### src/rtl/rsa_avm_pkg.sv
// Shared definitions for the UART Avalon-MM arbiter: register map,
// STATUS bit positions, arbiter state encoding and requester ID type.
package rsa_avm_pkg;

    // UART register addresses as seen on avm_address
    localparam logic [4:0] RX_ADDR     = 5'd0;
    localparam logic [4:0] TX_ADDR     = 5'd4;
    localparam logic [4:0] STATUS_ADDR = 5'd8;

    // STATUS register bit indices
    localparam int RRDY = 7;
    localparam int TRDY = 6;

    typedef enum logic [1:0] {
        IDLE = 2'd0,
        GNT0 = 2'd1,
        GNT1 = 2'd2
    } arb_state_t;

    // 0 = read pipeline, 1 = write pipeline
    typedef logic req_id_t;

    // Grant state that corresponds to a requester ID
    function automatic arb_state_t gnt_state(input req_id_t id);
        return id ? GNT1 : GNT0;
    endfunction

endpackage

### src/rtl/avm_bus_arbiter_if.sv
// Bundle of the two requester ports and the shared Avalon-MM port.
// "master" is the arbiter's view; "slave" is the view of the
// pipelines and the UART that surround it.
interface avm_bus_arbiter_if #(
    parameter int ADDR_W = 5,
    parameter int DATA_W = 32
);
    // Requester 0 (read pipeline)
    logic [ADDR_W-1:0] r0_address;
    logic              r0_read;
    logic              r0_write;
    logic [DATA_W-1:0] r0_writedata;
    logic              r0_waitrequest;
    logic              r0_readdatavalid;
    logic [DATA_W-1:0] r0_readdata;

    // Requester 1 (write pipeline)
    logic [ADDR_W-1:0] r1_address;
    logic              r1_read;
    logic              r1_write;
    logic [DATA_W-1:0] r1_writedata;
    logic              r1_waitrequest;
    logic              r1_readdatavalid;
    logic [DATA_W-1:0] r1_readdata;

    // Shared port towards the UART
    logic [ADDR_W-1:0] avm_address;
    logic              avm_read;
    logic              avm_write;
    logic [DATA_W-1:0] avm_writedata;
    logic              avm_waitrequest;
    logic              avm_readdatavalid;
    logic [DATA_W-1:0] avm_readdata;

    modport master (
        input  r0_address, r0_read, r0_write, r0_writedata,
        output r0_waitrequest, r0_readdatavalid, r0_readdata,
        input  r1_address, r1_read, r1_write, r1_writedata,
        output r1_waitrequest, r1_readdatavalid, r1_readdata,
        output avm_address, avm_read, avm_write, avm_writedata,
        input  avm_waitrequest, avm_readdatavalid, avm_readdata
    );

    modport slave (
        output r0_address, r0_read, r0_write, r0_writedata,
        input  r0_waitrequest, r0_readdatavalid, r0_readdata,
        output r1_address, r1_read, r1_write, r1_writedata,
        input  r1_waitrequest, r1_readdatavalid, r1_readdata,
        input  avm_address, avm_read, avm_write, avm_writedata,
        output avm_waitrequest, avm_readdatavalid, avm_readdata
    );

endinterface

### src/rtl/avm_tag_fifo.sv
// Small FIFO of requester IDs, one entry per outstanding read.
// The head is visible combinationally so a response can be routed in
// the same cycle it arrives. Push and pop may coincide at any
// occupancy, including full (the popped slot is the one refilled).
module avm_tag_fifo
    import rsa_avm_pkg::*;
#(
    parameter int DEPTH = 4
) (
    input  logic    clk,
    input  logic    rst,
    input  logic    push,
    input  logic    pop,
    input  req_id_t din,
    output req_id_t dout,
    output logic    full,
    output logic    empty
);

    localparam int PTR_W = $clog2(DEPTH);

    req_id_t          mem_q [DEPTH];
    logic [PTR_W:0]   wr_ptr_q;
    logic [PTR_W:0]   rd_ptr_q;
    logic             do_push;
    logic             do_pop;

    // Extra pointer MSB distinguishes full from empty
    assign empty   = (wr_ptr_q == rd_ptr_q);
    assign full    = (wr_ptr_q[PTR_W] != rd_ptr_q[PTR_W]) &&
                     (wr_ptr_q[PTR_W-1:0] == rd_ptr_q[PTR_W-1:0]);
    assign do_pop  = pop && !empty;
    assign do_push = push && (!full || do_pop);
    assign dout    = mem_q[rd_ptr_q[PTR_W-1:0]];

    // Tag storage; contents are don't-care while the FIFO is empty
    always_ff @(posedge clk) begin
        if (do_push) begin
            mem_q[wr_ptr_q[PTR_W-1:0]] <= din;
        end
    end

    // Read/write pointers; reset discards every outstanding tag
    always_ff @(posedge clk or posedge rst) begin
        if (rst) begin
            wr_ptr_q <= '0;
            rd_ptr_q <= '0;
        end else begin
            if (do_push) wr_ptr_q <= wr_ptr_q + 1'b1;
            if (do_pop)  rd_ptr_q <= rd_ptr_q + 1'b1;
        end
    end

endmodule

### src/rtl/avm_bus_arbiter.sv
// Shares the UART's Avalon-MM port between the read pipeline (req0)
// and the write pipeline (req1). Grants are registered and handed out
// round-robin; a grant is held until the command is accepted or the
// requester withdraws it. Read responses are steered back using the
// tag FIFO, which also limits the number of reads in flight.
module avm_bus_arbiter
    import rsa_avm_pkg::*;
#(
    parameter int ADDR_W  = 5,
    parameter int DATA_W  = 32,
    parameter int MAX_OUT = 4
) (
    input  logic               i_clk,
    input  logic               i_rst,
    avm_bus_arbiter_if.master  bus,
    output logic               o_err
);

    arb_state_t        state_q, state_d;
    req_id_t           rr_q, rr_d;
    logic              err_q, err_d;

    logic              gnt_valid;
    req_id_t           gnt_id;
    logic              sel_read;
    logic              sel_write;
    logic [ADDR_W-1:0] sel_address;
    logic [DATA_W-1:0] sel_writedata;
    logic              pend0;
    logic              pend1;
    logic              own_pend;
    logic              other_pend;
    logic              fwd_read;
    logic              fwd_write;
    logic              accept;
    logic              rsp_ok;

    logic              fifo_push;
    req_id_t           fifo_head;
    logic              fifo_full;
    logic              fifo_empty;

    assign pend0  = bus.r0_read | bus.r0_write;
    assign pend1  = bus.r1_read | bus.r1_write;
    assign rsp_ok = bus.avm_readdatavalid & ~fifo_empty;

    // Select the granted requester's command and decide what reaches the UART
    always_comb begin
        gnt_valid     = (state_q != IDLE);
        gnt_id        = (state_q == GNT1);
        sel_read      = gnt_id ? bus.r1_read      : bus.r0_read;
        sel_write     = gnt_id ? bus.r1_write     : bus.r0_write;
        sel_address   = gnt_id ? bus.r1_address   : bus.r0_address;
        sel_writedata = gnt_id ? bus.r1_writedata : bus.r0_writedata;
        own_pend      = gnt_id ? pend1 : pend0;
        other_pend    = gnt_id ? pend0 : pend1;
        // Write wins over a simultaneous read; a read needs a free tag
        // slot, which a response popping this cycle also provides.
        fwd_write     = gnt_valid & sel_write;
        fwd_read      = gnt_valid & sel_read & ~sel_write &
                        (~fifo_full | rsp_ok);
        accept        = (fwd_read | fwd_write) & ~bus.avm_waitrequest;
        fifo_push     = accept & fwd_read;
    end

    // Next grant, round-robin pointer and error detection
    always_comb begin
        state_d = state_q;
        rr_d    = rr_q;
        err_d   = err_q
                | (gnt_valid & sel_read & sel_write)
                | (bus.avm_readdatavalid & fifo_empty);
        case (state_q)
            IDLE: begin
                if (pend0 & pend1)  state_d = gnt_state(rr_q);
                else if (pend0)     state_d = GNT0;
                else if (pend1)     state_d = GNT1;
            end
            GNT0, GNT1: begin
                if (accept) begin
                    rr_d = ~gnt_id;
                    if (other_pend)     state_d = gnt_state(~gnt_id);
                    else if (own_pend)  state_d = gnt_state(gnt_id);
                    else                state_d = IDLE;
                end else if (!own_pend) begin
                    // Command withdrawn before acceptance: release, keep rr
                    state_d = IDLE;
                end
            end
            default: state_d = IDLE;
        endcase
    end

    // FSM, round-robin pointer and sticky error flag
    always_ff @(posedge i_clk or posedge i_rst) begin
        if (i_rst) begin
            state_q <= IDLE;
            rr_q    <= 1'b0;
            err_q   <= 1'b0;
        end else begin
            state_q <= state_d;
            rr_q    <= rr_d;
            err_q   <= err_d;
        end
    end

    avm_tag_fifo #(
        .DEPTH (MAX_OUT)
    ) u_tag_fifo (
        .clk   (i_clk),
        .rst   (i_rst),
        .push  (fifo_push),
        .pop   (bus.avm_readdatavalid),
        .din   (gnt_id),
        .dout  (fifo_head),
        .full  (fifo_full),
        .empty (fifo_empty)
    );

    // Shared port: zero whenever nothing is granted
    assign bus.avm_address   = gnt_valid ? sel_address   : '0;
    assign bus.avm_writedata = gnt_valid ? sel_writedata : '0;
    assign bus.avm_read      = fwd_read;
    assign bus.avm_write     = fwd_write;

    // Requester handshakes and response routing
    assign bus.r0_waitrequest   = ~(accept & (state_q == GNT0));
    assign bus.r1_waitrequest   = ~(accept & (state_q == GNT1));
    assign bus.r0_readdatavalid = rsp_ok & (fifo_head == 1'b0);
    assign bus.r1_readdatavalid = rsp_ok & (fifo_head == 1'b1);
    assign bus.r0_readdata      = bus.avm_readdata;
    assign bus.r1_readdata      = bus.avm_readdata;

    assign o_err = err_q;

endmodule

### src/flat_wrapper.sv
// flat-port wrapper written by rule: the top's interface ports become plain ports
module avm_bus_arbiter_flat import rsa_avm_pkg::*;
#(
    parameter int ADDR_W  = 5,
    parameter int DATA_W  = 32,
    parameter int MAX_OUT = 4
)
  (i_clk, i_rst, o_err, bus_r0_address, bus_r0_read, bus_r0_write, bus_r0_writedata, bus_r0_waitrequest, bus_r0_readdatavalid, bus_r0_readdata, bus_r1_address, bus_r1_read, bus_r1_write, bus_r1_writedata, bus_r1_waitrequest, bus_r1_readdatavalid, bus_r1_readdata, bus_avm_address, bus_avm_read, bus_avm_write, bus_avm_writedata, bus_avm_waitrequest, bus_avm_readdatavalid, bus_avm_readdata);
  avm_bus_arbiter_if #(.ADDR_W(ADDR_W), .DATA_W(DATA_W)) bus_i ();
  input  logic i_clk;
  input  logic i_rst;
  output logic o_err;
  input wire logic [$bits(bus_i.r0_address)-1:0] bus_r0_address;
  input wire logic [$bits(bus_i.r0_read)-1:0] bus_r0_read;
  input wire logic [$bits(bus_i.r0_write)-1:0] bus_r0_write;
  input wire logic [$bits(bus_i.r0_writedata)-1:0] bus_r0_writedata;
  output wire logic [$bits(bus_i.r0_waitrequest)-1:0] bus_r0_waitrequest;
  output wire logic [$bits(bus_i.r0_readdatavalid)-1:0] bus_r0_readdatavalid;
  output wire logic [$bits(bus_i.r0_readdata)-1:0] bus_r0_readdata;
  input wire logic [$bits(bus_i.r1_address)-1:0] bus_r1_address;
  input wire logic [$bits(bus_i.r1_read)-1:0] bus_r1_read;
  input wire logic [$bits(bus_i.r1_write)-1:0] bus_r1_write;
  input wire logic [$bits(bus_i.r1_writedata)-1:0] bus_r1_writedata;
  output wire logic [$bits(bus_i.r1_waitrequest)-1:0] bus_r1_waitrequest;
  output wire logic [$bits(bus_i.r1_readdatavalid)-1:0] bus_r1_readdatavalid;
  output wire logic [$bits(bus_i.r1_readdata)-1:0] bus_r1_readdata;
  output wire logic [$bits(bus_i.avm_address)-1:0] bus_avm_address;
  output wire logic [$bits(bus_i.avm_read)-1:0] bus_avm_read;
  output wire logic [$bits(bus_i.avm_write)-1:0] bus_avm_write;
  output wire logic [$bits(bus_i.avm_writedata)-1:0] bus_avm_writedata;
  input wire logic [$bits(bus_i.avm_waitrequest)-1:0] bus_avm_waitrequest;
  input wire logic [$bits(bus_i.avm_readdatavalid)-1:0] bus_avm_readdatavalid;
  input wire logic [$bits(bus_i.avm_readdata)-1:0] bus_avm_readdata;
  assign bus_i.r0_address = bus_r0_address;
  assign bus_i.r0_read = bus_r0_read;
  assign bus_i.r0_write = bus_r0_write;
  assign bus_i.r0_writedata = bus_r0_writedata;
  assign bus_r0_waitrequest = bus_i.r0_waitrequest;
  assign bus_r0_readdatavalid = bus_i.r0_readdatavalid;
  assign bus_r0_readdata = bus_i.r0_readdata;
  assign bus_i.r1_address = bus_r1_address;
  assign bus_i.r1_read = bus_r1_read;
  assign bus_i.r1_write = bus_r1_write;
  assign bus_i.r1_writedata = bus_r1_writedata;
  assign bus_r1_waitrequest = bus_i.r1_waitrequest;
  assign bus_r1_readdatavalid = bus_i.r1_readdatavalid;
  assign bus_r1_readdata = bus_i.r1_readdata;
  assign bus_avm_address = bus_i.avm_address;
  assign bus_avm_read = bus_i.avm_read;
  assign bus_avm_write = bus_i.avm_write;
  assign bus_avm_writedata = bus_i.avm_writedata;
  assign bus_i.avm_waitrequest = bus_avm_waitrequest;
  assign bus_i.avm_readdatavalid = bus_avm_readdatavalid;
  assign bus_i.avm_readdata = bus_avm_readdata;
  avm_bus_arbiter #(.ADDR_W(ADDR_W), .DATA_W(DATA_W), .MAX_OUT(MAX_OUT)) u_core (.i_clk(i_clk), .i_rst(i_rst), .bus(bus_i), .o_err(o_err));
endmodule
### config.mk
export PLATFORM = sky130hd
export DESIGN_NAME = avm_bus_arbiter_flat
export DESIGN_NICKNAME = d
export VERILOG_FILES = /design/src/rtl/rsa_avm_pkg.sv /design/src/rtl/avm_bus_arbiter_if.sv /design/src/rtl/avm_tag_fifo.sv /design/src/rtl/avm_bus_arbiter.sv /design/src/flat_wrapper.sv
export SDC_FILE = /design/constraint.sdc
export NUM_CORES = 1
export LEC_CHECK = 0
export BUFFER_PORTS_ARGS = -buffer_cell sky130_fd_sc_hd__buf_2
export CAP_MARGIN = 5
export CELL_PAD_IN_SITES_DETAIL_PLACEMENT = 1
export CELL_PAD_IN_SITES_GLOBAL_PLACEMENT = 1
export CORE_MARGIN = 3
export CORE_UTILIZATION = 20
export DETAILED_ROUTE_END_ITERATION = 10
export PLACE_DENSITY = 0.78
export SYNTH_ARGS = -nofsm -noshare
export SYNTH_HDL_FRONTEND = slang
export SYNTH_SLANG_ARGS = --single-unit
### constraint.sdc
create_clock -name i_clk -period 1.8 [get_ports i_clk]
set_input_delay 0 -clock i_clk [delete_from_list [all_inputs] [get_ports i_clk]]
set_output_delay 0 -clock i_clk [all_outputs]
set_load 0.05 [all_outputs]
==> summary.md <==
| Metric | Value |
|---|---|
| Status | `finished, violations left` |
| Failing checks | `negative setup slack` |
| Max Root-Sink Buffers | `2` |
| Nets | `442` |
| CTS tree | `done` |
| Crit share post-route | `108%` |
| Async S/R FF share, synth | `71.4%` |
| Worst-path cell chain | `inv_2, ha_4, buf_4, buf_8, nor3_4, a211oi_4, a32o_2, buf_6, a211o_1` |
| CTS Buf Count | `3` |
| Library cells used by synthesis | `40` |
| CTS Root Cell | `clkbuf_8` |
| Placed inst area | `0.00246 mm²` |
| Final Setup Violations | `24` |
| Gpl congestion | `0.762` |
| Area grow syn2layout | `48.8%` |
| Rows | `35` |
| Mapped Avg Cell Area | `8.37 µm²` |
| Setup crit end kind | `flip-flop` |
| Remaining global-route overflow | `0` |
| Final WS setup | `-0.141 ns` |
| H-tree levels | `1` |
| Via Count | `1,829` |
| Mapped cell area | `0.00199 mm²` |
| Max-cap viol count | `0` |
| Worst Path Arrival | `2.08 ns` |
| Residual DRC count | `0` |
| Post-DP HPWL | `between 5 and 6 mm` |
| Clock sink count | `14` |
| Minimum clock period | `1.94 ns` |
| Critical path's largest stage delay | `~0.38 ns` |
| Worst skew pair latency | `roughly 0.25 ns` |
| Achievable frequency | `515 MHz` |
| Max Slew Vio Count | `0` |
| Port Buffers | `around 130` |
| Lkg Pwr | `around 1.4 nW` |
| Slew headroom | `between 70% and 80%` |
| Synth Warn # | `0` |
| Max IR drop VDD | `0.621 mV` |
| Yosys reg bits | `14` |
| Die ar. | `0.0112 mm²` |
| Worst-path fanout max | `5` |
| Final hold viol count | `0` |
| Pre-CTS setup slack | `-0.121 ns` |
| Post-synth top cells | `64 x buf_4, 43 x nor2_1, 38 x mux2i_1, 10 x dfrtp_1, 9 x ha_1` |
| First-pass GRT wire length | `10.8 mm` |
| Routed Wire Length | `7.63 mm` |
| Layout cells sized above 1 | `70.8%` |
| Register area share after synthesis | `between 10% and 20%` |
| DR vias/cell | `4.09` |
| Setup Skew | `0.00405 ns` |
| Most area-consuming cells after synthesis | `buf_4 24%, mux2i_1 19%, dfrtp_1 13%` |
| Pin count of the biggest net entering global routing | `29` |
| Worst path bufs/invs | `4` |
| Worst path required time | `1.94 ns` |
| Io pins | `222` |
| Most area-hungry cell type in the Yosys netlist | `buf_4` |
| Crit Path Class | `flip-flop to flip-flop` |
| Slowest cell on crit path | `dfrtp_1` |
| 1st-iter DRT viols | `34` |
| Top FF cell, synth | `dfrtp_1` |
| GRT Overall Usage | `12.2%` |
| Final instance area | `0.00297 mm²` |
| RSZ-0062 raised after global routing | `true` |
| # diodes | `0` |
| Total power per unit cell area | `1590 mW/mm²` |
| CP top delay family | `compound AO/OA/AOI/OAI gates` |
| Yosys top cell area share | `about a quarter` |
| Fill cells | `1,142` |
| Vias in the first global route | `1,978` |
| Hold Crit Class | `input pin to output port` |
| Die H | `106 µm` |
| Post-synth EDFFs | `4` |
| DRT Pass-1 Iters | `4` |
| Detail Route Antenna Nets | `0` |
| Slew @ Worst Pin | `about 0.44 ns` |
| Core box area | `~0.0095 mm²` |
| Wire per inst | `~17 µm` |
| Starting Density | `21.1%` |
| Crit path launch type | `flip-flop` |
| Top-count cell post-synth | `buf_4` |
| Die Wd | `106 µm` |
| CTS clk-pin slew, worst paths | `0.06 ns` |
| Cells after Synth | `238` |
| Initial antenna violation count | `0` |
| Syn nets | `361` |
[placed cells by master, fill, tap and decap left out, types with 3 or more instances in the layout]
master / instances
a21oi_4: 3
and2_4: 4
buf_12: 3
buf_2: 109
buf_4: 19
buf_6: 12
clkbuf_16: 3
clkbuf_8: 4
dfrtp_1: 10
edfxtp_1: 4
ha_1: 7
inv_1: 4
inv_2: 3
mux2i_1: 23
mux2i_2: 10
mux2i_4: 5
nand2_1: 3
nand3b_1: 3
nor2_1: 16
nor2_2: 25
o21ai_0: 4
xnor2_1: 5
[state kept, by name, summed over array words and instances (netlist names)]
register,flops
u_core.u_tag_fifo.mem_q,4
u_core.u_tag_fifo.wr_ptr_q,3
u_core.state_q,2
u_core.o_err,1
u_core.u_tag_fifo.rd_ptr_q,3
u_core.rr_q,1
[final timing paths]
path | endpoint | start | cells after the start | slack (ns)
max | u_core.state_q[1] | u_core.state_q[0] | 9 | -0.14
min | bus_r0_readdata[14] | bus_avm_readdata[14] | 0 | 0.00002
max reg2reg | u_core.state_q[1] | u_core.state_q[0] | 9 | -0.14
min reg2reg | u_core.o_err | u_core.o_err | 2 | 0.49
max in group asynchronous | u_core.u_tag_fifo.rd_ptr_q[1] | i_rst | 3 | 1.21
min in group asynchronous | u_core.state_q[1] | i_rst | 3 | 0.29
[layer usage]
layer	vias up	track usage [%]	wire, µm
li1	880	-	-
met1	835	13.3	2720
met2	87	22.5	4110
met3	27	2.82	583
met4	0	5.27	216
met5	-	0	0
[what timing repair did]
action,4_1_cts,5_1_grt
endpoints found under the hold margin,10,0
buffers inserted,4,2
cloned,0,3
hold buffers,1,0
resized for setup,49,43
setup endpoints to repair,48,49
pin swaps,15,6
[worst reg2reg max path, stage by stage, from the launching register on]
cell	delay [ns]
dfrtp_1	0.38
inv_2	0.07
ha_4	0.16
buf_4	0.17
buf_8	0.15
nor3_4	0.15
a211oi_4	0.06
a32o_2	0.27
buf_6	0.14
a211o_1	0.28
[cells by family after synthesis]
kind of cell             count (synthesis)  share of synthesized area (%)
AO/OA/AOI/OAI                           20                           7.41
XOR/XNOR                                 7                           3.45
adder cells (fa/ha/maj)                  9                           5.65
buffers and inverters                   82                           28.6
flip-flops                              14                           18.6
multiplexers                            41                           21.3
AND/OR/NAND/NOR                         65                           15.0
[area by class of cell]
class / count / area, µm² / share of cell area [%]
multi-input cells: 142 / 1340 / 45.2
repair buffers: 151 / 1010 / 34.2
flip-flops and latches: 14 / 370 / 12.5
well taps: 129 / 161 / 5.44
clock buffers: 4 / 55.1 / 1.86
inverters: 7 / 26.3 / 0.886
[where the power goes]
group          internal [mW]  total, mW  switching, mW
Clock                  0.194      0.322          0.128
Sequential             0.437      0.545          0.108
Combinational           1.47       3.84           2.37
Total                   2.10       4.71           2.61
[stage by stage]
step	total power, mW	util (%)	std cells	TNS (ns)	hold WS, ns
floorplan	3.30	-	238	-2.50	-0.160
global placement	3.64	26.0	434	-0.0525	0.000470
finish	4.71	31.4	447	-1.41	0.0000242
global route	5.00	31.4	447	-3.14	0.0000739
detailed placement	3.73	26.0	434	-0.702	0.000526
CTS	4.40	28.8	442	-0.650	0.000526
No activity file was read; power rests on OpenSTA's default activity.
